<file path="src/rtl/clb_param.sv">
`default_nettype none
// ============================================================================
// Module   : clb_param
// Purpose  : Parameterised configurable logic block. It contains NUM_LUT
//            LUT_K-input look-up tables, each with an optional output
//            flip-flop. The configuration is loaded through a serial shift
//            chain. A small FSM tracks the IDLE -> LOAD -> RUN lifecycle.
// Ports    : k         - clock; all state updates on the rising edge
//            rst       - synchronous active-high reset
//            shift_en  - configuration shift enable
//            shift_i   - configuration serial data in
//            shift_o   - configuration serial data out (cfg[0]), for chaining
//            in        - LUT inputs; LUT j uses in[j*LUT_K +: LUT_K]
//            ce        - flip-flop clock enable
//            out       - block outputs, one per LUT
//            cfg_done  - high while the block is in RUN
//            carry_i   - carry chain input      (CLB_CARRY_EN only)
//            carry_o   - carry chain output     (CLB_CARRY_EN only)
// Config   : define CLB_CARRY_EN to add the carry chain and the per-LUT
//            cy_sel configuration bit.
// Revision : 1.0 - initial release
// ============================================================================
module clb_param #(
    parameter int LUT_K   = 4,
    parameter int NUM_LUT = 2
) (
    input  logic                       k,
    input  logic                       rst,
    input  logic                       shift_en,
    input  logic                       shift_i,
    output logic                       shift_o,
    input  logic [NUM_LUT*LUT_K-1:0]   in,
    input  logic                       ce,
    output logic [NUM_LUT-1:0]         out,
    output logic                       cfg_done
`ifdef CLB_CARRY_EN
    ,
    input  logic                       carry_i,
    output logic                       carry_o
`endif
);

    // Per-LUT slice layout: [C_TT-1:0] truth table, C_TT reg_sel,
    // C_TT+1 ff_init, C_TT+2 cy_sel (carry build only).
    localparam int C_TT = 1 << LUT_K;
`ifdef CLB_CARRY_EN
    localparam int C_W  = C_TT + 3;
`else
    localparam int C_W  = C_TT + 2;
`endif
    localparam int C_CFG_LEN = NUM_LUT * C_W;
    localparam int C_CW      = $clog2(C_CFG_LEN + 1);

    localparam logic [C_CW-1:0] C_CNT_FULL = C_CW'(C_CFG_LEN);
    localparam logic [C_CW-1:0] C_CNT_ONE  = C_CW'(1);

    localparam logic [1:0] C_ST_IDLE = 2'd0;
    localparam logic [1:0] C_ST_LOAD = 2'd1;
    localparam logic [1:0] C_ST_RUN  = 2'd2;

    logic [1:0]           r_state;
    logic [C_CFG_LEN-1:0] r_cfg;
    logic [C_CW-1:0]      r_count;
    logic [NUM_LUT-1:0]   r_q;

    logic [C_CFG_LEN-1:0] w_shifted;
    logic [NUM_LUT-1:0]   w_lut;
    logic [NUM_LUT-1:0]   w_reg_sel;
    logic [NUM_LUT-1:0]   w_ff_init;
    logic [C_TT-1:0]      w_tt;
    logic [LUT_K-1:0]     w_idx;
    logic                 w_run;
`ifdef CLB_CARRY_EN
    logic                 w_cy;
`endif

    // New bits enter at the top so the first bit shifted ends up in cfg[0].
    assign w_shifted = {shift_i, r_cfg[C_CFG_LEN-1:1]};
    assign w_run     = (r_state == C_ST_RUN);
    assign cfg_done  = w_run;
    assign shift_o   = r_cfg[0];

    // LUT evaluation. With the carry chain, the ripple runs from LUT 0
    // upwards, so the chain value is carried in a loop temporary rather than
    // fed back through w_lut.
    always_comb begin
        w_lut = '0;
        w_tt  = '0;
        w_idx = '0;
`ifdef CLB_CARRY_EN
        w_cy  = carry_i;
`endif
        for (int j = 0; j < NUM_LUT; j++) begin
            w_tt  = r_cfg[j*C_W +: C_TT];
            w_idx = in[j*LUT_K +: LUT_K];
`ifdef CLB_CARRY_EN
            if (r_cfg[j*C_W + C_TT + 2]) begin
                w_idx[0] = w_cy;
            end
            w_cy = w_tt[w_idx];
`endif
            w_lut[j] = w_tt[w_idx];
        end
    end

    generate
        for (genvar j = 0; j < NUM_LUT; j++) begin : g_lut
            assign w_reg_sel[j] = r_cfg[j*C_W + C_TT];
            assign w_ff_init[j] = r_cfg[j*C_W + C_TT + 1];
            assign out[j]       = w_run & (w_reg_sel[j] ? r_q[j] : w_lut[j]);
        end
    endgenerate

`ifdef CLB_CARRY_EN
    assign carry_o = w_run & w_lut[NUM_LUT-1];
`endif

    // Lifecycle FSM, shift chain, load counter and LUT flip-flops.
    always_ff @(posedge k) begin
        if (rst) begin
            r_state <= C_ST_IDLE;
            r_cfg   <= '0;
            r_count <= '0;
            r_q     <= '0;
        end else begin
            case (r_state)
                C_ST_IDLE: begin
                    if (shift_en) begin
                        r_cfg   <= w_shifted;
                        r_count <= C_CNT_ONE;
                        r_state <= C_ST_LOAD;
                    end
                end
                C_ST_LOAD: begin
                    if (shift_en) begin
                        r_cfg <= w_shifted;
                        // Saturate: surplus bits keep shifting, count stays full.
                        if (r_count != C_CNT_FULL) begin
                            r_count <= r_count + C_CNT_ONE;
                        end
                    end else if (r_count == C_CNT_FULL) begin
                        r_state <= C_ST_RUN;
                        r_q     <= w_ff_init;
                    end
                end
                C_ST_RUN: begin
                    if (shift_en) begin
                        r_cfg   <= w_shifted;
                        r_count <= C_CNT_ONE;
                        r_state <= C_ST_LOAD;
                    end else if (ce) begin
                        r_q <= w_lut;
                    end
                end
                default: begin
                    r_state <= C_ST_IDLE;
                end
            endcase
        end
    end

endmodule
`default_nettype wire

</file>
<file path="config.mk">
export PLATFORM = sky130hd
export DESIGN_NAME = clb_param
export DESIGN_NICKNAME = d
export VERILOG_FILES = /design/src/rtl/clb_param.sv
export SDC_FILE = /design/constraint.sdc
export NUM_CORES = 1
export LEC_CHECK = 0
export ABC_AREA = 0
export BUFFER_PORTS_ARGS = -buffer_cell sky130_fd_sc_hd__buf_4
export CAP_MARGIN = 40
export CORE_ASPECT_RATIO = 0.75
export CORE_MARGIN = 8
export CORE_UTILIZATION = 50
export DETAILED_ROUTE_END_ITERATION = 12
export PLACE_DENSITY = 0.68
export SETUP_SLACK_MARGIN = 0.05
export SLEW_MARGIN = 0
export SYNTH_ARGS = -nofsm -noshare
export SYNTH_HDL_FRONTEND = slang
export SYNTH_SLANG_ARGS = --single-unit
export TNS_END_PERCENT = 100
</file>
<file path="constraint.sdc">
create_clock -name k -period 3.9 [get_ports k]
set_clock_uncertainty 0.05 [all_clocks]
set_input_delay 0.39 -clock k [delete_from_list [all_inputs] [get_ports k]]
set_output_delay 0.39 -clock k [all_outputs]
set_load 0.05 [all_outputs]
</file>
## Yosys cells after proc, flatten, opt, wreduce, memory -nomap -nowiden

Index checks and enable logic that the tools add are counted.

| word-level totals | value |
|---|---|
| bits in registers | 46 |
| input port bits | 13 |
| output and inout bits | 4 |
| logic and storage cells | 48 |

| operators by class | value |
|---|---|
| add/sub/neg operators | 1 |
| $lt $le $gt $ge | 2 |
| equal/unequal tests | 11 |
| multiplexer cells | 19 |
| bitwise gates (word level) | 2 |
| reduce and logical (&&, ||, !) cells | 9 |

Operators by type and width:

| cell | count |
|---|---|
| $mux 6 | 3 |
| $mux 2 | 7 |
| $ne 2x2->1 const B | 6 |
| $pmux 6 s2 | 1 |
| $lt 4x5->1 const B | 2 |
| $bmux 1 s4 | 2 |
| $pmux 2 s2 | 2 |
| $add 6x1->6 const B | 1 |
| $eq 6x6->1 const B | 1 |
| $ne 6x6->1 const B | 1 |
| $reduce_and 5->1 | 1 |
| $mux 1 | 4 |
| $reduce_and 4->1 | 1 |
| $reduce_bool 2->1 | 2 |
| $reduce_and 3->1 | 1 |
| $reduce_or 3->1 | 1 |
| $and 1x1->1 | 2 |
| $eq 2x1->1 const B | 1 |
| $eq 2x2->1 const B | 1 |
| $logic_not 2->1 | 1 |
| $ne 2x1->1 const B | 1 |
| $reduce_and 2->1 | 1 |
| $reduce_or 2->1 | 1 |

## Longest topological paths before layout

Gate-level depths: netlist (run 1).

| logic depth | value |
|---|---|
| depth in word-level cells | 5 |
| mapped depth | 6 |
| gate-level depth less buffers | 5 |

## Worst setup path before layout (run 1)

Ideal clock, no wire load.

| path | value |
|---|---|
| path kind | register to output |
| from | register r_cfg[0] |
| to | output out[0] |
| data arrival time | 2434 ps |
| data required time | 3460 ps |
| slack | 1026 ps |
| cell stages (with the launch flop) | 5 |
| path buffers | 0 |
| cells stage by stage | dfxtp_1 -> mux4_1 -> mux2i_1 -> mux2_2 -> o31ai_1 |

| on the way | value |
|---|---|
| longest elaborated chain between the ends | 4 |

RTL lines:

| element | RTL line | text |
|---|---|---|
| from (decl) | 62 | `logic [C_CFG_LEN-1:0] r_cfg;` |
| from (signal assigned) | 129 | `r_cfg <= w_shifted;` |
| from (signal assigned) | 136 | `r_cfg <= w_shifted;` |
| from (signal assigned) | 148 | `r_cfg <= w_shifted;` |
| $bmux 1 s4 | 102 | `w_lut[j] = w_tt[w_idx];` |
| $mux 1 (not written as such) | 102 |  |
| $mux 1 | 110 | `assign out[j] = w_run & (w_reg_sel[j] ? r_q[j] : w_lut[j]);` |
| $and 1x1->1 | 110 |  |
| to (decl) | 34 | `output logic [NUM_LUT-1:0] out,` |

No other way between the ends. The select of a mux whose other input is x is not followed.

## Final worst setup path (run 1)

| path | value |
|---|---|
| from | register r_cfg[32] |
| to | output out[1] |

The elaborated chain is that of the path after synthesis.

==> results.yml, run 1 <==
synth:
  synthFlopType: "dfxtp_1"
  synth_edf_count: 0
  avgSynthCellArea_um2: 8.75
  yosys_warnings: 0
  ys_async_sr_fraction: 0
  synth_seq_cells: 46
  syn_area_um2: 2130
  ys_types: 33
  seq_area_frac_synth: 0.431
  synth_top_cell_area_share: 0.431
  synth.largest_area_cell: "dfxtp_1"
  syn-num-nets: 259
  synthTopCellsByArea: "dfxtp_1, nand2_1, a21oi_1"
  syn-instance-count: 244
timing:
  slew_viol_final: 0
  hold_slack_ns: 0.297
  layout_min_cycle_time_ns: 2.17
  finalSetupViolations: 0
  worstMarginPinSlew_ns: 0.520
  final_hold_viol_count: 0
  slew-limit-headroom: 0.648
  fmax_mhz: 461
  fin_tns_setup_ns: 0
  fin_crit_sh: 0.556
  setup_slack_ns: 1.73
  rsz0062_at_grt: "no"
drt:
  drt_iter0_drc: 129
  routed_via_density: 5.44
  drc: 0
  routed_wl_um: 4160
  vias: 1685
  first_pass_iters: 4
  ant_nets: 0
  wl_per_cell_um: 13.4
global_route:
  grt_antenna_before_repair: 0
  grt_max_degree: 48
  grt_pass1_vias: 1466
  overflow: 0
  grt_pass1_wl_um: 7130
  grtUsageTotal: 0.132
clocking:
  clk_pin_slew_ns: 0.08
  cts_resized: 0
  clock_latency_ns: 0.28
  postCtsSetupBuffers: 0
  cts_buffer_depth: 2
  cts_max_level: 2
  clock_sinks: 46
  ctsHoldBuffers: 0
  cts-root-buf: "clkbuf_8"
  cts_buffers: 5
  cts_tree: "done"
min_path:
  worstHoldStart: "shift_i"
  hold_path.class: "input port to register"
  min_to: "r_cfg[35]"
  min_path_cells: 3
finish:
  drive_gt1_frac: 0.125
  syn_to_final_growth_pct: 9.96
  multi_input_area_um2: 1120
  design_area_um2: 2350
  fillers: 370
  stdcell_count: 310
  antenna_cells: 0
  final_nets: 270
  seq_area_um2: 921
pwr:
  power_density_nw_per_um2: 341
  combPwrFrac: 0.068
  p_sw_frac: 0.230
  leakagePower_nw: 0.813
  internal_power_mw: 0.616
  peakVddDrop_v: 0.000226
  p_seq_frac: 0.596
  p_sw_mw: 0.184
  p_clk_frac: 0.335
setup_path:
  path_cells: "mux4_1 -> mux2i_1 -> mux2_2 -> o31ai_1 -> buf_4"
  crit_type: "register to primary output"
  r2r.worst_path.cells: 5
  reg2reg_from: "r_count[0]"
  setup.worst_path.end_class: "primary output"
  regToRegSetupSlack_ns: 2.19
  cp.required_ns: 3.46
  cp-start-kind: "register"
  critPathSlowestCell: "mux4_1"
  worstPathArrival_ns: 1.73
  crit_path_max_incr_delay_ns: 0.49
  regToRegEndpoint: "r_count[3]"
  critPathMaxFanout: 3
place:
  gp_congestion: 0.759
  dpl_worst_slack_ns: 1.80
  post-dp-hpwl_um: 2820
  dpl_cell_area_um2: 2270
  dpl.cell_count: 303
  port_buffers: 16
floorplanning:
  floorplan.initialDensity: 0.523
  die_h_um: 72.6
  die_area_um2: 6640
  coreArea_um2: 4080
  io_pins: 17
  dieWidth_um: 91.4
  rows: 20
run:
  drv_cap: 0
outcome:
  status: "finished clean"
## cell usage after synthesis, drive strengths merged (3+ instances only)
cell type   n
a21o        3
nand2b      4
nor3        3
mux2i       7
nand2      82
dfxtp      46
inv         8
a211oi      7
a21oi      40
clkbuf      6
buf         8
mux4        8
mux2        3
nand3       3
## sequential cells by signal, indices dropped and copies added (netlist names)
signal   count
r_state      2
r_count      6
r_q          2
r_cfg       36
## cell families (layout without fill, tap and decap cells)
kind of cell / Yosys count / in the layout / share of synthesized area
muxes: 18 / 18 / 0.144
adders and majority gates: 2 / 2 / 0.0117
DFF: 46 / 46 / 0.431
and+or+nand+nor: 98 / 98 / 0.193
buffers and inverters: 22 / 33 / 0.0457
AOI/OAI and AO/OA: 58 / 58 / 0.175
## cell usage in the layout (no fill, tap or decap), types with 2 or more instances in the layout
cell type	instances
nor3_1	3
a21o_1	2
clkbuf_8	5
buf_4	18
nand2_1	82
mux2i_1	7
o31ai_1	2
ha_1	2
nand2b_1	4
nand3_1	3
mux2_2	3
mux4_1	6
dfxtp_1	46
mux4_2	2
inv_1	8
a211oi_1	7
clkbuf_1	2
a21oi_1	39
## metal layers
| layer | share of wire | vias up | GRT usage |
|---|---|---|---|
| li1 | - | 868 | - |
| met1 | 0.54 | 767 | 0.198 |
| met2 | 0.39 | 48 | 0.170 |
| met3 | 0.070 | 2 | 0.0432 |
| met4 | 0.0060 | 0 | 0.0380 |
| met5 | 0 | - | 0 |
## worst max-delay path: cells and delay by family (launching register included)
kind | cells | cell delay [ns]
muxes | 3 | 0.85
DFF | 1 | 0.34
buffers and inverters | 1 | 0.19
AOI/OAI and AO/OA | 1 | 0.07
## power groups by stage
stage          combinational, mW  clock [mW]  sequential [mW]
2_1_floorplan             0.0381           0            0.485
3_5_place_dp              0.0550           0            0.488
5_1_grt                   0.0598       0.301            0.478
6_report                  0.0547       0.268            0.477
4_1_cts                   0.0549       0.276            0.477
3_3_place_gp              0.0549           0            0.488
## per-stage QoR
| stage | power, mW | utilization |
|---|---|---|
| 4_1_cts | 0.808 | 0.575 |
| 5_1_grt | 0.839 | 0.575 |
| 2_1_floorplan | 0.523 | - |
| 6_report | 0.800 | 0.575 |
| 3_3_place_gp | 0.543 | 0.557 |
| 3_5_place_dp | 0.543 | 0.557 |
## final cells by class
type	instances	area share
sequential	46	0.392
timing repair buffer	18	0.0576
multi-input combinational	176	0.475
inverter	8	0.0128
clock buffer	7	0.0325
tap	55	0.0293
## worst max path at each step
stage	start	to	slack (ns)	cells after the start
after floorplan	r_cfg[0]	out[0]	1.03	4
after global placement	in[4]	out[1]	1.81	6
after detailed placement	in[4]	out[1]	1.80	6
after CTS	r_cfg[32]	out[1]	1.72	5
after global routing	r_cfg[32]	out[1]	1.60	5
final	r_cfg[32]	out[1]	1.73	5
No activity file was read; power rests on OpenSTA's default activity.
==> run 2, diff against run 1 <==
--- a/config.mk
+++ b/config.mk
@@ -12,7 +12,7 @@
 export CORE_MARGIN = 8
 export CORE_UTILIZATION = 50
 export DETAILED_ROUTE_END_ITERATION = 12
-export PLACE_DENSITY = 0.68
+export PLACE_DENSITY = 0.71
 export SETUP_SLACK_MARGIN = 0.05
 export SLEW_MARGIN = 0
 export SYNTH_ARGS = -nofsm -noshare
==> constraint.sdc (replaced) <==
create_clock -name k -period 1.8 [get_ports k]
set_clock_uncertainty 0.05 [all_clocks]
set_input_delay 0.18 -clock k [delete_from_list [all_inputs] [get_ports k]]
set_output_delay 0.18 -clock k [all_outputs]
set_load 0.05 [all_outputs]
==> run 2 against run 1 <==
Effect of this change: final cell count rose by 2.3%; the flow now finishes with violations (setup timing); via count grew 3.2%; count of clock-buffer cells in the layout shrank 2; register-to-register slack lost 2.0 ns; die area is the same; largest power group unchanged; routed wire length up 8.6%; critical path type unchanged; clock power increased by 120%; worst hold slack worse by 0.22 ns; sequential share of layout area fell by 0.93 points; design area is 5.1% higher.
==> results.yml, run 2 (synthesis results as in run 1) <==
outcome:
  status: "finished with violations"
  violations: "setup timing"
clocking:
  cts-root-buf: "clkbuf_8"
  clock_sinks: 46
  clock_latency_ns: 0.29
  clk_pin_slew_ns: 0.08
  cts_buffer_depth: 2
  cts_tree: "done"
  ctsHoldBuffers: 0
  cts_buffers: 5
  cts_max_level: 2
finish:
  mostFrequentLayoutCells: "nand2_1, a21oi_1, dfxtp_1"
  fillers: 365
  final_nets: 277
  syn_to_final_growth_pct: 15.5
  regMostFlops: "r_cfg"
  multi_input_area_um2: 1140
  drive_gt1_frac: 0.267
  layout_commonest_cell: "nand2_1"
  largest_reg_flops: 36
  design_area_um2: 2470
  reg_top3: "r_cfg: 36 flops, r_count: 6 flops"
  antenna_cells: 0
  seq_area_um2: 945
  fin_util: 0.605
drt:
  ant_nets: 0
  vias: 1739
  wl_per_cell_um: 14.3
  routed_via_density: 5.49
  first_pass_iters: 4
  drc: 0
  routed_wl_um: 4520
  drt_iter0_drc: 168
setup_path:
  regToRegEndpoint: "r_count[3]"
  cp_num_cells: 5
  startpoint: "r_cfg[15]"
  critPathMaxFanout: 3
  endpoint: "out[0]"
  regToRegSetupSlack_ns: 0.15
  r2r.worst_path.cells: 5
  cp.required_ns: 1.57
  setup.worst_path.end_class: "primary output"
  path_cells: "mux4_2 -> mux2i_1 -> mux2_4 -> o31ai_4 -> buf_6"
  reg2reg_from: "r_count[1]"
  cp-start-kind: "register"
  crit_type: "register to primary output"
  path_buf_inv: 1
  critPathSlowestCell: "mux4_2"
  crit_path_max_incr_delay_ns: 0.47
  worstPathArrival_ns: 1.67
  cp_top_family: "multiplexers"
timing:
  final_hold_viol_count: 0
  rsz0062_at_grt: "yes"
  slew-limit-headroom: 0.664
  finalSetupViolations: 2
  fin_crit_sh: 1.05
  fmax_mhz: 527
  hold_slack_ns: 0.0804
  worstMarginPinSlew_ns: 0.504
  setup_slack_ns: -0.0967
  layout_min_cycle_time_ns: 1.90
  slew_viol_final: 0
place:
  post-dp-hpwl_um: 3110
  gp_congestion: 0.780
  dpl_cell_area_um2: 2340
  port_buffers: 16
pwr:
  leakagePower_nw: 0.843
  power_density_nw_per_um2: 713
  peakVddDrop_v: 0.000457
global_route:
  grtUsageTotal: 0.140
  overflow: 0
  grt_pass1_wl_um: 7620
  grt_antenna_before_repair: 0
  grt_max_degree: 48
  grt_pass1_vias: 1640
floorplanning:
  die_area_um2: 6640
  io_pins: 17
  floorplan.initialDensity: 0.523
  coreArea_um2: 4080
  dieWidth_um: 91.4
  die_h_um: 72.6
  rows: 20
min_path:
  hold_path.class: "input port to register"
run:
  drv_cap: 0
## run 2: cell count changes in the layout (fill, tap and decap cells not counted), moves of 2 or more
cell	delta
dfxtp_1	-19
dfxtp_2	+19
mux4_1	-6
mux4_2	+6
buf_4	+4
buf_6	+2
clkbuf_1	-2
clkinv_2	+2
mux2_2	-2
mux2_4	+2
o31ai_1	-2
o31ai_4	+2
## run 2: area by class of cell
class,instances,share of cell area
Inverter,8,0.0122
Clock inverter,2,0.00406
Tap cell,55,0.0279
Sequential cell,46,0.383
Timing Repair Buffer,25,0.0842
Clock buffer,5,0.0279
Multi-Input combinational cell,176,0.461
## run 2: repair_timing
action | 4_1_cts | 5_1_grt
endpoints found under the setup margin | 2 | 6
pin swaps | 1 | 0
resized for setup | 27 | 3
gates cloned | 0 | 0
setup buffers | 3 | 0
## run 2: worst min-delay path: stages
cell and delay [ns]:
buf_4 0.11, nand2_1 0.04, a21oi_1 0.05
## run 2: how the worst min path moves through the flow
stage | startpoint | end | slack (ns) | cells after the start
floorplan | shift_i | r_cfg[35] | 0.27 | 2
global placement | shift_i | r_cfg[35] | 0.38 | 3
detailed placement | shift_en | r_state[1] | 0.39 | 2
CTS | shift_en | r_state[1] | 0.07 | 2
global route | shift_en | r_state[1] | 0.09 | 2
finish | shift_i | r_cfg[35] | 0.08 | 3
## run 2: power breakdown
group          switching (mW)  internal [mW]  total, mW
Sequential             0.0102           1.02       1.03
Clock                   0.333          0.261      0.594
Combinational          0.0800         0.0517      0.132
Total                   0.423           1.34       1.76
## run 2: stage by stage
stage                     std cells  worst slack [ns]  TNS, ns  power (mW)
after floorplan                 244           -0.0402  -0.0402        1.13
after global placement          307             0.117        0        1.18
after detailed placement        307            0.0922        0        1.19
after CTS                       317            -0.101   -0.189        1.78
after global routing            317            -0.153   -0.290        1.82
final                           317           -0.0967   -0.177        1.76
## run 2: metal layers
metal / part of all wire / up-vias / global-route usage / wire length (um)
met2: 0.43 / 39 / 0.206 / 1960
li1: - / 878 / - / -
met4: 0.0027 / 0 / 0.0380 / 12
met1: 0.50 / 820 / 0.191 / 2250
met3: 0.065 / 2 / 0.0452 / 295
met5: 0 / - / 0 / 0
